**config.mk**
```make
export PLATFORM = sky130hd
export DESIGN_NAME = button_conditioner
export DESIGN_NICKNAME = d
export VERILOG_FILES = /design/src/rtl/button_conditioner.sv
export SDC_FILE = /design/constraint.sdc
export NUM_CORES = 1
export LEC_CHECK = 0
export BUFFER_PORTS_ARGS = -buffer_cell sky130_fd_sc_hd__buf_4
export CAP_MARGIN = 20
export CORE_ASPECT_RATIO = 0.7
export CORE_UTILIZATION = 45
export DETAILED_ROUTE_END_ITERATION = 7
export GPL_ROUTABILITY_DRIVEN = 0
export PLACE_DENSITY = 0.73
export RECOVER_POWER = 50
export SLEW_MARGIN = 20
export SYNTH_ARGS = -nofsm -noshare
export SYNTH_HDL_FRONTEND = slang
export SYNTH_SLANG_ARGS = --single-unit
export TNS_END_PERCENT = 100
```
**constraint.sdc**
```tcl
create_clock -name clock -period 2.4 [get_ports clock]
set_input_delay 0.12 -clock clock [delete_from_list [all_inputs] [get_ports clock]]
set_output_delay 0.12 -clock clock [all_outputs]
set_load 0.05 [all_outputs]
```
**src/rtl/button_conditioner.sv**
```systemverilog
// Multi-channel push-button conditioner: synchroniser, debounce FSM, press/release strobes, optional auto-repeat (KEY_AUTOREPEAT_EN).
// Latency: SYNC_STAGES+DEBOUNCE_CYCLES-1 edges from the first sample of a clean edge to the registered level/pulse.
// Backpressure: none; strobes are single-cycle clock enables and are never held or queued.
module button_conditioner #(
    parameter int CHANNELS        = 4,
    parameter int SYNC_STAGES     = 2,
    parameter int DEBOUNCE_CYCLES = 250000,
    parameter int ACTIVE_LOW_IN   = 1,
    parameter int REPEAT_DELAY    = 12500000,
    parameter int REPEAT_PERIOD   = 2500000
) (
    input  logic                clock,
    input  logic                reset,
    input  logic [CHANNELS-1:0] buttons_in,
    output logic [CHANNELS-1:0] level,
    output logic [CHANNELS-1:0] press_pulse,
    output logic [CHANNELS-1:0] release_pulse,
    output logic [CHANNELS-1:0] repeat_pulse,
    output logic                any_pressed
);

    typedef enum logic [1:0] {
        RELEASED  = 2'd0,
        CHK_PRESS = 2'd1,
        PRESSED   = 2'd2,
        CHK_REL   = 2'd3
    } state_t;

    localparam int               CNT_W    = $clog2(DEBOUNCE_CYCLES + 1);
    localparam logic [CNT_W-1:0] CNT_ONE  = CNT_W'(1);
    localparam logic [CNT_W-1:0] CNT_LAST = CNT_W'(DEBOUNCE_CYCLES - 1);
    // Raw level of an idle button; the sync chain resets here so reset release never looks like a press.
    localparam logic             REL_RAW  = (ACTIVE_LOW_IN != 0);

`ifdef KEY_AUTOREPEAT_EN
    localparam int               RPT_MAX     = (REPEAT_DELAY > REPEAT_PERIOD) ? REPEAT_DELAY : REPEAT_PERIOD;
    localparam int               RPT_W       = $clog2(RPT_MAX + 1);
    localparam logic [RPT_W-1:0] DELAY_LAST  = RPT_W'(REPEAT_DELAY - 1);
    localparam logic [RPT_W-1:0] PERIOD_LAST = RPT_W'(REPEAT_PERIOD - 1);
    localparam logic [RPT_W-1:0] RPT_ONE     = RPT_W'(1);
`endif

    if (CHANNELS < 1) begin : g_bad_channels
        $error("button_conditioner: CHANNELS must be >= 1");
    end
    if (SYNC_STAGES < 2) begin : g_bad_sync
        $error("button_conditioner: SYNC_STAGES must be >= 2");
    end
    if (DEBOUNCE_CYCLES < 1) begin : g_bad_debounce
        $error("button_conditioner: DEBOUNCE_CYCLES must be >= 1");
    end
    if (REPEAT_DELAY < 1 || REPEAT_PERIOD < 1) begin : g_bad_repeat
        $error("button_conditioner: REPEAT_DELAY and REPEAT_PERIOD must be >= 1");
    end

    for (genvar i = 0; i < CHANNELS; i++) begin : g_ch
        logic [SYNC_STAGES-1:0] sync_q;
        logic                   s;
        state_t                 state_q, state_d;
        logic [CNT_W-1:0]       cnt_q, cnt_d;
        logic                   level_q, level_d;
        logic                   press_q, press_d;
        logic                   rel_q, rel_d;

        always_ff @(posedge clock or negedge reset) begin
            if (!reset) begin
                sync_q <= {SYNC_STAGES{REL_RAW}};
            end else begin
                sync_q <= {sync_q[SYNC_STAGES-2:0], buttons_in[i]};
            end
        end

        assign s = sync_q[SYNC_STAGES-1] ^ REL_RAW;

        always_ff @(posedge clock or negedge reset) begin
            if (!reset) begin
                state_q <= RELEASED;
                cnt_q   <= '0;
                level_q <= 1'b0;
                press_q <= 1'b0;
                rel_q   <= 1'b0;
            end else begin
                state_q <= state_d;
                cnt_q   <= cnt_d;
                level_q <= level_d;
                press_q <= press_d;
                rel_q   <= rel_d;
            end
        end

        // Counter restarts on every reversal and stops at DEBOUNCE_CYCLES-1, so it cannot wrap.
        always_comb begin
            state_d = state_q;
            cnt_d   = cnt_q;
            case (state_q)
                RELEASED: begin
                    if (s) begin
                        if (DEBOUNCE_CYCLES == 1) begin
                            state_d = PRESSED;
                            cnt_d   = '0;
                        end else begin
                            state_d = CHK_PRESS;
                            cnt_d   = CNT_ONE;
                        end
                    end
                end
                CHK_PRESS: begin
                    if (!s) begin
                        state_d = RELEASED;
                        cnt_d   = '0;
                    end else if (cnt_q == CNT_LAST) begin
                        state_d = PRESSED;
                        cnt_d   = '0;
                    end else begin
                        cnt_d = cnt_q + CNT_ONE;
                    end
                end
                PRESSED: begin
                    if (!s) begin
                        if (DEBOUNCE_CYCLES == 1) begin
                            state_d = RELEASED;
                            cnt_d   = '0;
                        end else begin
                            state_d = CHK_REL;
                            cnt_d   = CNT_ONE;
                        end
                    end
                end
                default: begin
                    if (s) begin
                        state_d = PRESSED;
                        cnt_d   = '0;
                    end else if (cnt_q == CNT_LAST) begin
                        state_d = RELEASED;
                        cnt_d   = '0;
                    end else begin
                        cnt_d = cnt_q + CNT_ONE;
                    end
                end
            endcase
        end

        // A bounce back from CHK_REL to PRESSED is not a new press, hence the source-state qualifiers.
        always_comb begin
            level_d = (state_d == PRESSED) || (state_d == CHK_REL);
            press_d = (state_d == PRESSED) && ((state_q == RELEASED) || (state_q == CHK_PRESS));
            rel_d   = (state_d == RELEASED) && ((state_q == PRESSED) || (state_q == CHK_REL));
        end

        assign level[i]         = level_q;
        assign press_pulse[i]   = press_q;
        assign release_pulse[i] = rel_q;

`ifdef KEY_AUTOREPEAT_EN
        logic [RPT_W-1:0] rcnt_q, rcnt_d;
        logic             in_delay_q, in_delay_d;
        logic             rep_q, rep_d;

        always_ff @(posedge clock or negedge reset) begin
            if (!reset) begin
                rcnt_q     <= '0;
                in_delay_q <= 1'b1;
                rep_q      <= 1'b0;
            end else begin
                rcnt_q     <= rcnt_d;
                in_delay_q <= in_delay_d;
                rep_q      <= rep_d;
            end
        end

        // Counts only while staying in PRESSED; any entry into PRESSED (or exit from it) rearms the delay.
        always_comb begin
            rcnt_d     = '0;
            in_delay_d = 1'b1;
            rep_d      = 1'b0;
            if (state_q == PRESSED && state_d == PRESSED) begin
                in_delay_d = in_delay_q;
                if (rcnt_q == (in_delay_q ? DELAY_LAST : PERIOD_LAST)) begin
                    rep_d      = 1'b1;
                    in_delay_d = 1'b0;
                end else begin
                    rcnt_d = rcnt_q + RPT_ONE;
                end
            end
        end

        assign repeat_pulse[i] = rep_q;
`else
        assign repeat_pulse[i] = 1'b0;
`endif
    end

    assign any_pressed = |level;

endmodule

```
==> results of run 1 <==
-- metal layers --
layer	wire, µm	track usage, %
met5	0	0
met4	174	6.705
met3	632	4.336
met2	5091	30.15
met1	5503	28.21
-- worst paths after layout --
check / from / endpoint / slack [ns] / cells past startpoint
max reg2reg: g_ch[0].cnt_q[0] / g_ch[0].cnt_q[16] / 0.24 / 6
min: g_ch[1].sync_q[0] / g_ch[1].sync_q[1] / 0.36 / 0
max in group asynchronous: reset / g_ch[1].cnt_q[16] / 0.52 / 3
min in group asynchronous: reset / g_ch[2].cnt_q[0] / 0.46 / 2
max: g_ch[0].cnt_q[0] / g_ch[0].cnt_q[16] / 0.24 / 6
min reg2reg: g_ch[1].sync_q[0] / g_ch[1].sync_q[1] / 0.36 / 0
-- layout by cell type (no fill, tap or decap), types with 4 or more instances in the layout --
cell type,instances
a31oi_1,6
mux2i_1,7
o21ai_0,43
nor2_1,35
dfrtp_1,91
a211oi_1,4
nand3b_1,5
and2_1,4
nor4_1,15
buf_4,8
xnor2_1,6
nand3_1,41
nand2_1,68
conb_1,4
o31ai_1,8
a21oi_2,5
nor3_1,20
clkbuf_1,12
clkinvlp_4,4
or3_1,11
dlygate4sd3_1,5
a21o_1,20
clkbuf_4,5
xor2_1,5
ha_1,4
clkbuf_16,9
dfstp_2,7
inv_1,22
and4_1,7
nand4_1,20
nand2b_1,5
a21oi_1,19
and3_1,16
-- registers in the layout (all words and copies together) (netlist names) --
register / cells
g_ch.cnt_q: 72
g_ch.sync_q: 8
g_ch.state_q: 7
g_ch.level_q: 4
g_ch.press_q: 4
g_ch.rel_q: 4
-- cells by family after synthesis --
family,Yosys count,synth area share (%)
AO/OA/AOI/OAI,129,15.41
AND/OR/NAND/NOR,272,27.76
adder cells (fa/ha/maj),4,0.9283
multiplexers,9,1.717
other,1,0.06955
XOR/XNOR,12,2.089
flip-flops,99,46.14
buffers and inverters,58,5.895
-- worst reg2reg max path: cells and delay by family, from the launching register on --
family / cells / cell delay [ns]
flops: 1 / 0.42
simple gates: 4 / 1.37
fa+ha+maj: 1 / 0.22
compound gates: 1 / 0.08
-- what timing repair did --
action	CTS	global route
endpoints found under the setup margin	0	0
hold endpoints to repair	42	0
gates resized for setup	0	0
hold buffers	5	0
-- cell type report --
type / instances / area, µm²
fill: 1045 / 5806
timing repair buffer: 30 / 193.9
sequential: 99 / 2487
inverter: 22 / 82.58
multi-input combinational: 430 / 2600
clock buffer: 10 / 229.0
tap: 157 / 196.4
clock inverter: 6 / 90.09
-- power by group through the flow --
stage | sequential [mW] | clock, mW | combinational (mW)
after floorplan | 1.76 | 0 | 0.147
after global routing | 1.75 | 1.64 | 0.246
after global placement | 1.77 | 0 | 0.209
after detailed placement | 1.77 | 0 | 0.215
final | 1.74 | 1.55 | 0.217
after CTS | 1.74 | 1.59 | 0.223
-- through the flow --
stage / setup WS [ns] / std cells / power [mW] / instance area [µm²]
2_1_floorplan: 0.5712 / 587 / 1.909 / 5403
3_3_place_gp: 0.4115 / 733 / 1.977 / 5564
3_5_place_dp: 0.3472 / 733 / 1.987 / 5564
4_1_cts: 0.3133 / 754 / 3.549 / 5933
5_1_grt: 0.1226 / 754 / 3.633 / 5879
6_report: 0.2372 / 754 / 3.514 / 5879
==> results.txt, run 1 <==
Synth Flop Type = dfrtp_1
leak pwr = 2.441 nW
max incr delay on CP = 0.61 ns
synthesized cell area = 5391 µm²
min Tclk post-route = 2.163 ns
Initial DRT Pass Iterations = 5
total track usage = 19.93%
total power divided by cell area = 597.7 nW/µm²
Post-synth ARST share = 100.0%
CTS buffer count = 9
Post-synth EDFFs = 0
Worst path top cell family by delay = simple AND/OR/NAND/NOR gates
Initial Util = 46.14%
sequential power share = 49.6%
top-count cell post-synth = dfrtp_1
share of layout cells above drive strength 1 = 9.548%
via count = 4,428
CP Class = flop to flop
RSZ-0062 raised after global routing = false
crit-path cells = ha_1 > nand3_1 > nor4_1 > nand3_1 > or3_1 > o21ai_0
Slew HR = 34.09%
peak supply drop = 0.3899 mV
dpl hpwl = 7.849 mm
DRT Wirelength = 11.40 mm
Data arrival, critical path = 2.43 ns
CTS H-tree lvls = 3
Final Cycle Share = 90.12%
grt ovf = 0
Seq/Total Area, Yosys = 46.14%
register bit total from synthesis = 99
postcts setup bufs = 0
Slew Limit Fails = 0
Combinational Power Share = 6.2%
CP dominant cell by count = nand3_1
clk root buf = clkbuf_16
Skew-Pair Late Insertion Delay = 0.35 ns
Synth top cells by count = dfrtp_1, nand2_1, o21ai_0
fin nets = 602
Max Cap Viol = 0
synth top area cells = dfrtp_1, nand2_1, o21ai_0
die area = 12,430 µm²
Core Area = 11,690 µm²
Hold WC Path Type = flop to flop
Peak Freq = 462.4 MHz
via density per instance = 5.873
Pint = 2.688 mW
maximum buffer depth of the clock tree = 2
startpoint types = flop
Worst EP required = 2.67 ns
Routed Antenna Nets = 0
Die Y = 93.58 µm
part of the power in the clock network = 44.2%
CTS Sinks = 99
TritonCTS clock tree = yes
initial antenna violation count = 0
final hold slack = 0.3569 ns
Final setup viols = 0
Die Wd = 132.8 µm
drt drc = 0
kind of end point of the critical path = flop
Port Buffers = 18
Worst Tran Pin Value = 0.9887 ns
1st-iter DRT viols = 449
utilization after layout = 50.32%
I/O pin cnt = 23
Antenna diodes = 0
area delta synth->final = 9.051%
Sw Ratio = 23.50%
first-pass GRT wire length = 20.00 mm
sw power = 825.9 µW
Fin Clk Skew = 0.006261 ns
std cell rows = 33
CP max stage cell = nor4_1
outcome = finished clean
Mapped Cells = 584
vias in the first global route = 4,121
Post-Route Setup TNS = 0 ns
yosys warns = 0
largest net degree at the start of global routing = 60
area leader, netlist = dfrtp_1
post-detailed-route wirelength per cell = 15.12 µm
Synth Area per Inst = 9.232 µm²
worst-path maximum fanout = 7
Reg clk slew, reported paths = 0.07 ns
share of the synthesized area in the top cell type = 42.24%
Netlist cell types = 63
final hold vios = 0
Buf/Inv on CP = 0
(Power assumes the default switching activity.)
==> run 2, diff against run 1 <==
PLACE_DENSITY = 0.6   (was 0.73)
==> run 2 against run 1 <==
Net effect:
- global-route usage is 0.14 points lower
- count of clock-buffer cells in the layout shrank 1
- clock skew up 0.0029 ns
- worst setup slack better by 0.031 ns
- final cell count rose by 0.13%
- first-iteration DRC count down 32%
- sequential share of layout area barely moved
- die area stayed put
- via count fell by 1.4%
- worst hold slack improved by 0.0017 ns
- design area about the same
==> results.txt, run 2 (synthesis results as in run 1) <==
outcome = finished clean
area delta synth->final = 9.028% (about the same)
Worst EP required = 2.64 ns (-0.03 ns)
final hold vios = 0 (unchanged)
commonest cells after routing, fill and taps aside = dfrtp_1, nand2_1, o21ai_0
register area = 2487 µm² (unchanged)
reg2reg path depth = 5 (-1)
Initial DRT Pass Iterations = 5 (unchanged)
Final setup viols = 0 (unchanged)
Reg clk slew, reported paths = 0.07 ns (about the same)
max incr delay on CP = 0.72 ns (+0.11 ns)
share of layout cells above drive strength 1 = 10.20% (+0.65 points)
CP dominant cell by count = a21o_1
Initial Util = 46.14% (unchanged)
part of the power in the clock network = 42.5% (-1.7 points)
Skew-Pair Late Insertion Delay = 0.35 ns (about the same)
worst hold stages = 0 (unchanged)
Routed Antenna Nets = 0 (unchanged)
first-pass GRT wire length = 19.52 mm (-2.4%)
largest net degree at the start of global routing = 55 (-8.3%)
CTS H-tree lvls = 3 (unchanged)
flop-to-flop setup slack = 0.27 ns (+0.03 ns)
Max Cap Viol = 0 (unchanged)
I/O pin cnt = 23 (unchanged)
Die Wd = 132.8 µm (unchanged)
sequential power share = 51.1% (+1.5 points)
std cell rows = 33 (unchanged)
Slew Limit Fails = 0 (unchanged)
largest register by flop count = g_ch.cnt_q
min Tclk post-route = 2.131 ns (-0.03144 ns)
Peak Freq = 469.2 MHz (+1.5%)
Sw Ratio = 26.28% (+2.8 points)
1st-iter DRT viols = 304 (-32%)
number of flip-flops in the largest register = 72 (unchanged)
initial antenna violation count = 0 (unchanged)
clk root buf = clkbuf_16
total power divided by cell area = 578.7 nW/µm² (-3.2%)
Fillers = 1,088 (+4.1%)
FF-to-FF End = g_ch[0].cnt_q[15]
peak supply drop = 0.3487 mV (-11%)
post-detailed-route wirelength per cell = 15.51 µm (+2.6%)
Final Cycle Share = 88.81% (-1.3 points)
hold path start = g_ch[3].sync_q[0]
largest registers = g_ch.cnt_q: 72 flops, g_ch.sync_q: 8 flops, g_ch.state_q: 7 flops
leak pwr = 2.453 nW (+0.49%)
TritonCTS clock tree = yes
Combinational Power Share = 6.4% (+0.2 points)
startpoint types = flop
post-cts resize count = 0 (unchanged)
DRT Wirelength = 11.71 mm (+2.7%)
maximum buffer depth of the clock tree = 2 (unchanged)
grt ovf = 0 (unchanged)
Worst path top cell family by delay = compound AO/OA/AOI/OAI gates
via density per instance = 5.785 (-1.5%)
RSZ-0062 raised after global routing = false
Antenna diodes = 0 (unchanged)
CTS buffer count = 9 (unchanged)
Slew HR = 9.200% (-25 points)
Placed Cells = 734 (+0.14%)
vias in the first global route = 3,932 (-4.6%)
drt drc = 0 (unchanged)
Port Buffers = 18 (unchanged)
commonest non-fill, non-tap cell in the layout = dfrtp_1
Worst Tran Pin Value = 1.362 ns (+0.3733 ns)
sw power = 894.1 µW (+8.3%)
multi-input logic area = 2603 µm² (about the same)
Data arrival, critical path = 2.37 ns (-0.06 ns)
CTS Sinks = 99 (unchanged)
fin nets = 603 (+0.17%)
dpl hpwl = 8.084 mm (+3.0%)
CP max stage cell = o41a_1
Hold WC Path Type = flop to flop
hold path endpoint = g_ch[3].sync_q[1]
die area = 12,430 µm² (unchanged)
Buf/Inv on CP = 0 (unchanged)
worst r2r src = g_ch[0].cnt_q[0]
Die Y = 93.58 µm (unchanged)
Fin Clk Skew = 0.009136 ns (+0.002875 ns)
via count = 4,368 (-1.4%)
kind of end point of the critical path = flop
Pwr Total = 3.402 mW (-3.2%)
total track usage = 19.79% (-0.14 points)
CP Class = flop to flop
Post-Route Setup TNS = 0 ns (unchanged)
worst-path maximum fanout = 13 (+6)
Core Area = 11,690 µm² (unchanged)
Post-Layout Cell Count = 755 (+0.13%)
crit-path cells = ha_1 > nand3_1 > o41a_1 > a21o_1 > a21o_1
Pint = 2.508 mW (-6.7%)
-- run 2: metal layers --
metal / routed length (µm) / up-vias / track usage (%)
met5: 0 / - / 0
met4: 80 / 0 / 3.927
met3: 505 / 7 / 4.553
met2: 5045 / 97 / 28.80
met1: 6080 / 2125 / 29.73
li1: - / 2139 / -
-- run 2: power by group through the flow --
stage	sequential, mW	clock [mW]	combinational (mW)
global route	1.74	1.56	0.248
global placement	1.77	0	0.209
CTS	1.74	1.48	0.221
detailed placement	1.77	0	0.213
floorplan	1.76	0	0.147
finish	1.74	1.44	0.218
-- run 2: worst max-delay path by stage --
stage               slack (ns)                 to  cells after the start        startpoint
floorplan                 0.57  g_ch[2].cnt_q[16]                      7  g_ch[2].cnt_q[0]
global placement          0.39  g_ch[0].cnt_q[15]                      5  g_ch[0].cnt_q[0]
detailed placement        0.32  g_ch[2].cnt_q[16]                      7  g_ch[2].cnt_q[0]
CTS                       0.30  g_ch[2].cnt_q[16]                      7  g_ch[2].cnt_q[0]
global route              0.15  g_ch[2].cnt_q[16]                      7  g_ch[2].cnt_q[0]
finish                    0.27  g_ch[0].cnt_q[15]                      5  g_ch[0].cnt_q[0]
-- run 2: layout make-up --
class,count,share of cell area (%)
clock buffers,9,3.831
clock inverters,7,1.192
inverters,22,1.405
multi-input cells,430,44.27
flip-flops and latches,99,42.32
well taps,157,3.342
repair buffers,31,3.640
-- run 2: stage by stage --
| stage | utilization (%) | setup WS, ns | hold WS [ns] | instance area (µm²) |
|---|---|---|---|---|
| final | 50.31 | 0.2686 | 0.3586 | 5878 |
| after global routing | 50.31 | 0.1485 | 0.3646 | 5878 |
| after CTS | 50.64 | 0.3023 | 0.3596 | 5917 |
| after detailed placement | 47.68 | 0.3183 | 0.2178 | 5572 |
| after global placement | 47.68 | 0.3928 | 0.2119 | 5572 |
| after floorplan | - | 0.5712 | -0.1756 | 5403 |
-- run 2: worst reg2reg max path, cell delays in order (launching register included) --
cell,delay [ns]
dfrtp_1,0.41
ha_1,0.22
nand3_1,0.24
o41a_1,0.72
a21o_1,0.25
a21o_1,0.17
-- run 2: repair_timing --
item                                   4_1_cts  5_1_grt
setup buffers                                0        0
hold buffers                                 5        0
endpoints found under the hold margin       51        0
==> run 3, diff against run 2 <==
clock period = 2.45 ns   (was 2.4 ns; I/O delays follow)
==> run 3 against run 2 <==
Net effect:
- utilization up 0.46 points
- routed wire length increased by 2.3%
- critical path depth stayed put
- count of clock-buffer cells in the layout unchanged
- design area is 0.92% higher
- maximum frequency is 1.5% higher
- clock power barely moved
- combinational power about the same
- global-route usage increased by 1.0 points
- power shrank 0.17%
- largest power group unchanged
==> results.txt, run 3 (synthesis results as in run 1) <==
kind of end point of the critical path = flop
Sw Ratio = 24.94% (-1.3 points)
Combinational Power Share = 6.4% (about the same)
Final setup viols = 0 (unchanged)
leak pwr = 2.492 nW (+1.6%)
max incr delay on CP = 0.70 ns (-0.02 ns)
Fin Clk Skew = 0.009412 ns (+0.0002759 ns)
CTS buffer count = 9 (unchanged)
number of flip-flops in the largest register = 72 (unchanged)
total track usage = 20.83% (+1.0 points)
dpl hpwl = 8.386 mm (+3.7%)
Die Y = 93.58 µm (unchanged)
CTS H-tree lvls = 3 (unchanged)
via density per instance = 5.792 (+0.11%)
Core Area = 11,690 µm² (unchanged)
std cell rows = 33 (unchanged)
sequential power share = 50.2% (-0.9 points)
Initial Util = 46.14% (unchanged)
Hold WC Path Type = flop to flop
peak supply drop = 0.3475 mV (-0.35%)
crit-path cells = ha_1 > nand3_1 > o41a_1 > a21o_1 > a21o_1
die area = 12,430 µm² (unchanged)
CP max stage cell = o41a_1
1st-iter DRT viols = 387 (+27%)
Initial DRT Pass Iterations = 7 (+2)
first-pass GRT wire length = 20.62 mm (+5.6%)
Skew-Pair Late Insertion Delay = 0.35 ns (about the same)
I/O pin cnt = 23 (unchanged)
area delta synth->final = 10.03%
Peak Freq = 476.2 MHz (+1.5%)
total power divided by cell area = 572.5 nW/µm² (-1.1%)
CP Class = flop to flop
Post-Route Setup TNS = 0 ns (unchanged)
Data arrival, critical path = 2.34 ns (-0.03 ns)
part of the power in the clock network = 43.4% (+0.9 points)
commonest cells after routing, fill and taps aside = dfrtp_1, nand2_1, o21ai_0
Routed Antenna Nets = 0 (unchanged)
Slew HR = 34.49% (+25 points)
fin nets = 606 (+0.50%)
outcome = finished clean
CTS Sinks = 99 (unchanged)
TritonCTS clock tree = yes
vias in the first global route = 4,128 (+5.0%)
Pint = 2.549 mW (+1.6%)
Worst EP required = 2.69 ns (+0.05 ns)
worst-path maximum fanout = 13 (unchanged)
via count = 4,390 (+0.50%)
sw power = 847.1 µW (-5.3%)
utilization after layout = 50.77% (+0.46 points)
Final Cycle Share = 85.71% (-3.1 points)
Antenna diodes = 0 (unchanged)
postcts setup bufs = 0 (unchanged)
Worst Tran Pin Value = 0.9827 ns (-0.3793 ns)
share of layout cells above drive strength 1 = 11.31% (+1.1 points)
DRT Wirelength = 11.98 mm (+2.3%)
largest register by flop count = g_ch.cnt_q
maximum buffer depth of the clock tree = 2 (unchanged)
largest registers = g_ch.cnt_q: 72 flops, g_ch.sync_q: 8 flops, g_ch.state_q: 7 flops
CP dominant cell by count = a21o_1
post-cts resize count = 0 (unchanged)
RSZ-0062 raised after global routing = false
largest net degree at the start of global routing = 47 (-15%)
commonest non-fill, non-tap cell in the layout = dfrtp_1
Slew Limit Fails = 0 (unchanged)
initial antenna violation count = 0 (unchanged)
grt ovf = 0 (unchanged)
Reg clk slew, reported paths = 0.07 ns (about the same)
drt drc = 0 (unchanged)
Max Cap Viol = 0 (unchanged)
clk root buf = clkbuf_16
Port Buffers = 18 (unchanged)
final hold vios = 0 (unchanged)
min Tclk post-route = 2.100 ns (-0.03149 ns)
Die Wd = 132.8 µm (unchanged)
post-detailed-route wirelength per cell = 15.81 µm (+1.9%)
Fillers = 1,055 (-3.0%)
startpoint types = flop
[run 3: cell types whose count changed in the layout (fill, tap and decap cells not counted)]
cell | before | now
clkbuf_1 | 11 | 6
dfstp_2 | 8 | 7
clkinvlp_4 | 1 | 2
dfstp_1 | 0 | 1
bufinv_16 | 0 | 1
clkinv_8 | 1 | 0
buf_4 | 9 | 17
inv_6 | 3 | 2
[run 3: what timing repair did]
action,in CTS,in global routing
hold buffers,5,0
endpoints found under the setup margin,0,0
hold endpoints to repair,35,0
[run 3: layout make-up]
| cell class | instances | area, µm² | area share, % |
|---|---|---|---|
| timing repair buffer | 34 | 255.2 | 4.303 |
| multi-input combinational | 430 | 2603 | 43.87 |
| tap | 157 | 196.4 | 3.312 |
| clock inverter | 7 | 82.58 | 1.392 |
| inverter | 22 | 82.58 | 1.392 |
| sequential | 99 | 2487 | 41.93 |
| clock buffer | 9 | 225.2 | 3.797 |
[run 3: per-stage QoR]
stage	area [µm²]	setup slack, ns	hold WS, ns	cells	power, mW
floorplan	5403	0.6212	-0.1731	587	1.870
global placement	5594	0.4470	0.1197	737	1.941
detailed placement	5594	0.3887	0.1213	737	1.949
CTS	5952	0.3576	0.3033	758	3.447
global route	5932	0.2000	0.3629	758	3.532
finish	5932	0.3501	0.3565	758	3.396
[run 3: worst max-delay path, delay by kind of cell, from the launching register on]
| family | cells | cell delay (ns) |
|---|---|---|
| AND/OR/NAND/NOR | 1 | 0.25 |
| flip-flops | 1 | 0.41 |
| adder cells (fa/ha/maj) | 1 | 0.22 |
| AO/OA/AOI/OAI | 3 | 1.11 |
[run 3: path summary, 6_finish.rpt]
path | startpoint | to | slack [ns] | depth (start not counted)
worst max register to register | g_ch[0].cnt_q[0] | g_ch[0].cnt_q[15] | 0.35 | 5
worst min register to register | g_ch[3].sync_q[0] | g_ch[3].sync_q[1] | 0.36 | 0
worst min-delay path | g_ch[3].sync_q[0] | g_ch[3].sync_q[1] | 0.36 | 0
max in group asynchronous | reset | g_ch[3].cnt_q[8] | 0.62 | 3
worst max-delay path | g_ch[0].cnt_q[0] | g_ch[0].cnt_q[15] | 0.35 | 5
min in group asynchronous | reset | g_ch[2].cnt_q[1] | 0.46 | 2
[run 3: per-layer routing]
metal  vias to the layer above  GRT usage (%)  part of all wire, %
met2                       122          30.41                   42
met3                        11          4.824                  5.2
met1                      2117          30.47                   52
met4                         0          6.226                  1.2
met5                         -              0                    0
li1                       2140              -                    -
[run 3: power by group through the flow]
stage          sequential, mW  combinational (mW)  clock, mW
6_report                 1.70               0.218       1.47
5_1_grt                  1.71               0.245       1.58
4_1_cts                  1.70               0.222       1.52
3_5_place_dp             1.73               0.215          0
3_3_place_gp             1.73               0.209          0
2_1_floorplan            1.73               0.144          0
